`src/rtl/div_unit.sv`:
```
`default_nettype none
// ============================================================================
// Module   : div_unit
// Purpose  : 32-iteration radix-2 restoring divider for MIPS div/divu that
//            produces {remainder, quotient} for the HILO register.
// Revision : 1.0  initial release
// ============================================================================
module div_unit (
    input  logic        clk,
    input  logic        rst,
    input  logic        start,
    input  logic        signed_div,
    input  logic [31:0] dividend,
    input  logic [31:0] divisor,
    input  logic        cancel,
    output logic        busy,
    output logic        ready,
    output logic [63:0] result
);

    typedef enum logic [1:0] {
        S_IDLE = 2'd0,
        S_CALC = 2'd1,
        S_DONE = 2'd2
    } state_t;

    localparam logic [4:0] C_LAST_ITER = 5'd31;

    state_t      r_state;
    logic [4:0]  r_cnt;
    logic [31:0] r_rem;
    logic [31:0] r_quo;
    logic [31:0] r_dvsr;
    logic        r_neg_q;
    logic        r_neg_r;

    logic        w_accept;
    logic [31:0] w_dvd_mag;
    logic [31:0] w_dvs_mag;
    logic [32:0] w_shift;
    logic [32:0] w_diff;
    logic [31:0] w_rem_nx;
    logic [31:0] w_quo_nx;
    logic [31:0] w_q_fin;
    logic [31:0] w_r_fin;

    // A start is only taken outside CALC, and a concurrent cancel kills it.
    assign w_accept  = start & ~cancel & (r_state != S_CALC);

    // 32-bit magnitudes: |0x8000_0000| stays 0x8000_0000 as an unsigned value.
    assign w_dvd_mag = (signed_div & dividend[31]) ? (~dividend + 32'd1) : dividend;
    assign w_dvs_mag = (signed_div & divisor[31])  ? (~divisor  + 32'd1) : divisor;

    assign w_shift   = {r_rem, r_quo[31]};
    assign w_diff    = w_shift - {1'b0, r_dvsr};
    assign w_rem_nx  = w_diff[32] ? w_shift[31:0] : w_diff[31:0];
    assign w_quo_nx  = {r_quo[30:0], ~w_diff[32]};

    assign w_q_fin   = r_neg_q ? (~w_quo_nx + 32'd1) : w_quo_nx;
    assign w_r_fin   = r_neg_r ? (~w_rem_nx + 32'd1) : w_rem_nx;

    always_ff @(posedge clk) begin
        if (rst) begin
            r_state <= S_IDLE;
            r_cnt   <= 5'd0;
            r_rem   <= 32'd0;
            r_quo   <= 32'd0;
            r_dvsr  <= 32'd0;
            r_neg_q <= 1'b0;
            r_neg_r <= 1'b0;
            busy    <= 1'b0;
            ready   <= 1'b0;
            result  <= 64'd0;
        end else begin
            ready <= 1'b0;
            case (r_state)
                S_IDLE, S_DONE: begin
                    if (w_accept && (divisor == 32'd0)) begin
                        result  <= {dividend, 32'hFFFF_FFFF};
                        ready   <= 1'b1;
                        r_state <= S_DONE;
                    end else if (w_accept) begin
                        r_rem   <= 32'd0;
                        r_quo   <= w_dvd_mag;
                        r_dvsr  <= w_dvs_mag;
                        r_neg_q <= signed_div & (dividend[31] ^ divisor[31]);
                        r_neg_r <= signed_div & dividend[31];
                        r_cnt   <= 5'd0;
                        busy    <= 1'b1;
                        r_state <= S_CALC;
                    end else begin
                        r_state <= S_IDLE;
                    end
                end
                S_CALC: begin
                    if (cancel) begin
                        r_cnt   <= 5'd0;
                        busy    <= 1'b0;
                        r_state <= S_IDLE;
                    end else begin
                        r_rem <= w_rem_nx;
                        r_quo <= w_quo_nx;
                        r_cnt <= r_cnt + 5'd1;
                        if (r_cnt == C_LAST_ITER) begin
                            result  <= {w_r_fin, w_q_fin};
                            ready   <= 1'b1;
                            busy    <= 1'b0;
                            r_state <= S_DONE;
                        end
                    end
                end
                default: begin
                    busy    <= 1'b0;
                    r_state <= S_IDLE;
                end
            endcase
        end
    end

endmodule
`default_nettype wire

```
`config.mk`:
```
export PLATFORM = sky130hd
export DESIGN_NAME = div_unit
export DESIGN_NICKNAME = d
export VERILOG_FILES = /design/src/rtl/div_unit.sv
export SDC_FILE = /design/constraint.sdc
export NUM_CORES = 1
export LEC_CHECK = 0
export ABC_CLOCK_PERIOD_IN_PS = 14050
export CAP_MARGIN = 20
export CORE_UTILIZATION = 35
export DETAILED_ROUTE_END_ITERATION = 7
export GPL_ROUTABILITY_DRIVEN = 0
export PLACE_DENSITY_LB_ADDON = 0.12
export SYNTH_ARGS = -nofsm -noshare
export SYNTH_HDL_FRONTEND = slang
export SYNTH_SLANG_ARGS = --single-unit
```
`constraint.sdc`:
```
create_clock -name clk -period 14.05 [get_ports clk]
set_input_delay 4.215 -clock clk [delete_from_list [all_inputs] [get_ports clk]]
set_output_delay 4.215 -clock clk [all_outputs]
set_load 0.02 [all_outputs]
```
==> impl_metrics.yaml, run 1 <==
placed_design:
  detailed_place.area_um2: 13500
  place_hpwl_um: 28800
  place.port_buffers: 134
global_routing:
  grt_first_pass_wirelength_um: 59600
  groute.usage.overall_pct: 22.4
  global_route_total_overflow: 0
  grt_antenna_before_repair: 0
  pin_count_of_the_biggest_net_entering_global_routing: 90
  grt_pass1_vias: 10700
sta:
  post-route-min-period_ns: 8.02
  rsz0062_at_grt: "false"
  setup_violations: 0
  maxSlewViolCount: 0
  slew_headroom_pct: 37.7
  worst-slew-pin-transition_ns: 0.935
  worst_hold_slack_ns: 0.455
  finalSetupTns_ns: 0
  max_freq_mhz: 125
  finalHoldViolCount: 0
  period_share_pct: 57.1
  fin_skew_ns: 0.0153
outcome:
  status: "completed"
finish:
  area_growth_syn_to_layout_pct: 18.8
  sequential_cell_area_um2: 3420
  num_antenna_cells: 0
  most-common-layout-cells: "sky130_fd_sc_hd__nor2_1 (260), sky130_fd_sc_hd__dfxtp_1 (171), sky130_fd_sc_hd__clkdlybuf4s50_1 (133)"
  filler_cell_count: 3467
  fin_nets: 1743
  final_design_area_no_fill_um2: 14100
  total_area_of_multi_input_combinational_cells_um2: 7840
  drive_gt1_share_pct: 5.52
  final_common_cell: "sky130_fd_sc_hd__nor2_1"
setup_path:
  rr_endpoint: "result[60]"
  cp-start-kind: "input port"
  timing.reg2reg.setup_slack_ns: 8.49
  reg2regPathDepth: 20
  critPathArrivalTime_ns: 8.36
  rr_startpoint: "r_quo[31]"
  worstPathRequired_ns: 14.38
  timing.critical_path.cells: "clkdlybuf4s50_1 -> nor4_1 -> nand2b_1 -> nor3_1 -> and2_1 -> nand4_1 -> or3b_2 -> a21oi_4 -> buf_4 -> nand2_1 -> o31ai_1 -> nor2_1"
  critPathMaxStageDelay_ns: 0.70
  critical_path.slowest_cell: "sky130_fd_sc_hd__buf_4"
  critical_path_buf_inv_count: 2
  critical_setup_path_kind: "in -> reg"
  critical_path.top_delay_family: "simple AND/OR/NAND/NOR gates"
  critical_path_peak_fanout: 87
  timing.critical_path.depth: 12
  crit_path_end_kind: "flop"
clock_tree:
  post_cts.repair.setup_buffers: 0
  insertion_delay_ns: 0.44
  htreeDepth: 4
  root_buffer: "sky130_fd_sc_hd__clkbuf_16"
  maximum_count_of_clock_buffers_along_a_single_path: 2
  cts.repair.resized: 0
  numClockSinks: 171
  clkTransAtPathRegs_ns: 0.08
  post_cts_hold_buffer_count: 0
  tritoncts_clock_tree: "built"
  cts-buffers-inserted: 17
floorplan:
  die_area_um2: 34600
  floorplan.rows: 67
  die_w_um: 186
  starting_utilization_of_the_core_area_pct: 35.4
  die_h_um: 186
  pin_count: 135
  core-area_um2: 33400
worst_hold_path:
  worst_hold_path.endpoint: "r_dvsr[31]"
  hp-class: "reg -> reg"
  whs_path_depth: 2
  worstHoldStart: "r_dvsr[31]"
routing:
  drtAntennaViolNets: 0
  drt-pass1-iter-count: 5
  dr.first_iter.drc_count: 815
  vias_per_cell: 5.54
  drt-wirelength-per-cell_um: 18.3
  drc: 0
  drt_wl_total_um: 38300
  vias: 11600
logic_synthesis:
  synth_top_cell_area_share_pct: 28.9
  ys_seq_elements: 171
  ys_warn_count: 0
  yosysTopAreaCell: "sky130_fd_sc_hd__dfxtp_1"
  synth.avg_cell_area_um2: 7.56
  synth.distinct_cells: 80
  synthesis.nets: 1677
  netlist_area_um2: 11900
  yosys-top-cells-area: "sky130_fd_sc_hd__dfxtp_1 (29%), sky130_fd_sc_hd__nor2_1 (8.3%), sky130_fd_sc_hd__a211oi_1 (5.6%), sky130_fd_sc_hd__xor2_1 (4.9%), sky130_fd_sc_hd__a21oi_1 (4.8%)"
  postSynth.asyncResetShare_pct: 0
  postSynthCellCount: 1569
  seq_area_frac_synth_pct: 28.9
  synth_edf_count: 0
  post_synth_top_flop: "sky130_fd_sc_hd__dfxtp_1"
power:
  worst_ir_drop_vdd_v: 0.0000852
  p_per_area_nw_per_um2: 89.4
  power.static_leakage_nw: 5.08
run:
  max_cap_viol_count: 0
## how the worst max path moves through the flow
stage	from	endpoint	slack, ns
3_5_place_dp	divisor[7]	result[62]	5.57
6_report	divisor[7]	result[62]	6.03
4_1_cts	divisor[7]	result[62]	6.04
5_1_grt	divisor[7]	result[62]	5.73
3_3_place_gp	divisor[7]	result[62]	5.74
2_1_floorplan	divisor[17]	result[22]	7.05
## per-layer routing
layer	vias to the layer above	track usage (%)	share of wire, %
li1	5836	-	-
met1	5382	30.6	48
met2	339	35.2	44
met3	63	2.93	4.8
met4	0	9.28	3.6
met5	-	0	0
## through the flow
step | utilization [%] | std cells | total power (W) | setup WS (ns)
after floorplan | - | 1569 | 0.000704 | 7.05
after detailed placement | 40.3 | 2063 | 0.000790 | 5.57
final | 42.1 | 2096 | 0.00126 | 6.03
after global placement | 40.3 | 2063 | 0.000788 | 5.74
after global routing | 42.1 | 2096 | 0.00132 | 5.73
after CTS | 42.0 | 2095 | 0.00127 | 6.04
## cells in the mapped netlist (all sizes together) (21+ instances only)
cell    count
ha         38
nand2     114
nand3      27
mux2i      26
nor2      263
or3        23
dfxtp     171
xnor2      65
a21oi     117
buf        21
o21ai      75
xor2       66
a31oi      44
clkbuf     83
inv        53
a211oi     89
nor3       40
o31ai      29
a311oi     26
## area by class of cell
| class | instances | share of cell area, % |
|---|---|---|
| clock buffers | 18 | 3.05 |
| clock inverters | 14 | 1.07 |
| inverters | 53 | 1.41 |
| multi-input cells | 1241 | 55.6 |
| flip-flops and latches | 171 | 24.3 |
| well taps | 448 | 3.98 |
| repair buffers | 151 | 10.6 |
## logic make-up (layout without fill, tap and decap cells)
| logic type | Yosys count | in the layout | share of synthesized area, % |
|---|---|---|---|
| XOR/XNOR | 131 | 131 | 9.68 |
| AND/OR/NAND/NOR | 561 | 561 | 21.6 |
| buffers and inverters | 157 | 236 | 5.29 |
| multiplexers | 30 | 30 | 2.57 |
| flip-flops | 171 | 171 | 28.9 |
| AO/OA/AOI/OAI | 480 | 480 | 27.8 |
| adder cells (fa/ha/maj) | 39 | 39 | 4.18 |
## worst reg2reg max path: cells and delay by family (launching register included)
kind | cells | cell delay [ns]
buf+inv | 3 | 0.66
mux | 1 | 0.42
flops | 1 | 0.35
compound gates | 8 | 1.90
fa+ha+maj | 3 | 0.96
simple gates | 4 | 1.05
xor+xnor | 1 | 0.13
## flip-flops by register name, indices dropped and copies added, names as in the netlist
| register | count |
|---|---|
| r_rem | 32 |
| ready | 1 |
| result | 64 |
| r_cnt | 5 |
| busy | 1 |
| r_neg_q | 1 |
| r_dvsr | 32 |
| r_state | 2 |
| r_quo | 32 |
| r_neg_r | 1 |
## power by group
part	leakage, nW	internal, W	switching [W]	total, W
sequential	1.39	0.000499	0.0000137	0.000513
clock	0.278	0.000238	0.000242	0.000480
combinational	3.41	0.000101	0.000166	0.000268
Note: power is estimated with default switching activity, not from simulation.
==> run 2: changes to the inputs <==
--- a/config.mk
+++ b/config.mk
@@ -5,7 +5,7 @@
 export SDC_FILE = /design/constraint.sdc
 export NUM_CORES = 1
 export LEC_CHECK = 0
-export ABC_CLOCK_PERIOD_IN_PS = 14050
+export ABC_CLOCK_PERIOD_IN_PS = 6700
 export CAP_MARGIN = 20
 export CORE_UTILIZATION = 35
 export DETAILED_ROUTE_END_ITERATION = 7
==> constraint.sdc (replaced) <==
create_clock -name clk -period 6.7 [get_ports clk]
set_input_delay 2.01 -clock clk [delete_from_list [all_inputs] [get_ports clk]]
set_output_delay 2.01 -clock clk [all_outputs]
set_load 0.02 [all_outputs]
==> impl_metrics.yaml, run 2 (synthesis results as in run 1) <==
sta:
  maxSlewViolCount: 0
  finalHoldViolCount: 0
  setup_violations: 0
  worst-slew-pin-transition_ns: 0.936
  slew_headroom_pct: 36.8
  post-route-min-period_ns: 5.41
  max_freq_mhz: 185
  final.setup.worst_slack_ns: 1.29
  period_share_pct: 80.7
  finalSetupTns_ns: 0
  fin_skew_ns: 0.0149
  worst_hold_slack_ns: 0.465
  rsz0062_at_grt: "false"
clock_tree:
  cts-buffers-inserted: 17
  clkTransAtPathRegs_ns: 0.08
  insertion_delay_ns: 0.44
  htreeDepth: 4
  tritoncts_clock_tree: "built"
  cts.repair.resized: 0
  maximum_count_of_clock_buffers_along_a_single_path: 2
  post_cts_hold_buffer_count: 0
  root_buffer: "sky130_fd_sc_hd__clkbuf_16"
  numClockSinks: 171
  post_cts.repair.setup_buffers: 0
worst_hold_path:
  worstHoldStart: "r_dvsr[31]"
  hp-class: "reg -> reg"
floorplan:
  floorplan.rows: 67
  pin_count: 135
  die_area_um2: 34600
  starting_utilization_of_the_core_area_pct: 35.4
  die_h_um: 186
  core-area_um2: 33400
  die_w_um: 186
power:
  power.static_leakage_nw: 5.12
  worst_ir_drop_vdd_v: 0.000175
  p_per_area_nw_per_um2: 190
setup_path:
  rr_startpoint: "r_quo[31]"
  critPathMaxStageDelay_ns: 0.58
  crit_path_end_kind: "flop"
  cp-start-kind: "flop"
  worstPathRequired_ns: 7.05
  timing.critical_path.cells: "inv_1 -> ha_1 -> inv_1 -> fa_1 -> a211oi_2 -> o211ai_1 -> a211o_1 -> and3_1 -> o21a_4 -> nor2_4 -> buf_4 -> mux2i_1 -> ha_1 -> a41oi_1 -> or3_4 -> o31ai_2 -> xnor2_1 -> a221oi_2"
  critical_setup_path_kind: "reg -> reg"
  critPathArrivalTime_ns: 5.76
  critical_path_peak_fanout: 38
  critical_path.slowest_cell: "sky130_fd_sc_hd__or3_4"
  timing.reg2reg.setup_slack_ns: 1.29
  critical_path_start: "r_quo[31]"
global_routing:
  grt_util_met1_pct: 30.4
  gr-max-usage-layer: "met2"
  pin_count_of_the_biggest_net_entering_global_routing: 71
  groute.layer.met3.usage_pct: 2.80
  groute.usage.overall_pct: 22.7
  grt_antenna_before_repair: 0
  global_route_total_overflow: 0
  grt_first_pass_wirelength_um: 60600
  met2_usage_pct: 36.9
  grt_pass1_vias: 10800
routing:
  drt-wirelength-per-cell_um: 18.4
  drt_wl_total_um: 38700
  drc: 0
  vias_per_cell: 5.56
  drtAntennaViolNets: 0
  dr.first_iter.drc_count: 721
  drt-pass1-iter-count: 5
  vias: 11700
finish:
  drive_gt1_share_pct: 5.81
  filler_cell_count: 3474
  final_cells: 2100
  layout.core_utilization_pct: 42.4
  largest-register: "result"
  area_growth_syn_to_layout_pct: 19.6
  max_ffs_per_register: 64
  most-common-layout-cells: "sky130_fd_sc_hd__nor2_1 (260), sky130_fd_sc_hd__dfxtp_1 (171), sky130_fd_sc_hd__clkdlybuf4s50_1 (133)"
  final_common_cell: "sky130_fd_sc_hd__nor2_1"
  fin_nets: 1747
  num_antenna_cells: 0
placed_design:
  place.port_buffers: 134
  dp_cells: 2067
  place_hpwl_um: 29600
  dp_slack_ns: 1.06
run:
  max_cap_viol_count: 0
outcome:
  status: "completed"
run 2: cell count changes in the layout (fill, tap and decap cells not counted):
cell                         before  now
sky130_fd_sc_hd__buf_4           17   19
sky130_fd_sc_hd__bufinv_16        0    1
sky130_fd_sc_hd__clkbuf_1         1    0
sky130_fd_sc_hd__clkinvlp_4       2    1
sky130_fd_sc_hd__clkbuf_8         0    1
sky130_fd_sc_hd__buf_12           0    2
run 2: worst max-delay path: cells and delay by family, from the launching register on:
| kind | cells | cell delay (ns) |
|---|---|---|
| XOR/XNOR | 1 | 0.12 |
| buffers and inverters | 3 | 0.64 |
| adder cells (fa/ha/maj) | 3 | 0.95 |
| AO/OA/AOI/OAI | 7 | 1.91 |
| flip-flops | 1 | 0.35 |
| multiplexers | 1 | 0.39 |
| AND/OR/NAND/NOR | 3 | 0.93 |
run 2: layout make-up:
type | instances | area [um^2] | area share (%)
sequential | 171 | 3420 | 24.1
multi-input combinational | 1241 | 7840 | 55.3
timing repair buffer | 155 | 1540 | 10.9
inverter | 53 | 199 | 1.40
clock inverter | 14 | 173 | 1.22
tap | 448 | 561 | 3.95
clock buffer | 18 | 439 | 3.10
run 2: worst paths after layout:
check / endpoint / depth (start not counted)
worst min-delay path: r_dvsr[31] / 2
worst max-delay path: result[60] / 18
worst min register to register: r_dvsr[31] / 2
worst max register to register: result[60] / 18
run 2: routing by layer:
layer	vias up	part of all wire [%]	wire length, um
met4	0	3.3	1280
met5	-	0	0
met1	5420	47	18100
met3	63	4.8	1870
met2	366	45	17500
li1	5837	-	-
run 2: metrics by stage:
stage / total power (W) / area, um^2
2_1_floorplan: 0.00148 / 11900
3_3_place_gp: 0.00165 / 13500
3_5_place_dp: 0.00166 / 13500
4_1_cts: 0.00271 / 14100
5_1_grt: 0.00282 / 14200
6_report: 0.00269 / 14200
run 2: power breakdown:
group	switching, W	total [W]	internal, W
clock network	0.000506	0.00105	0.000547
registers	0.0000296	0.00108	0.00105
logic	0.000350	0.000563	0.000213
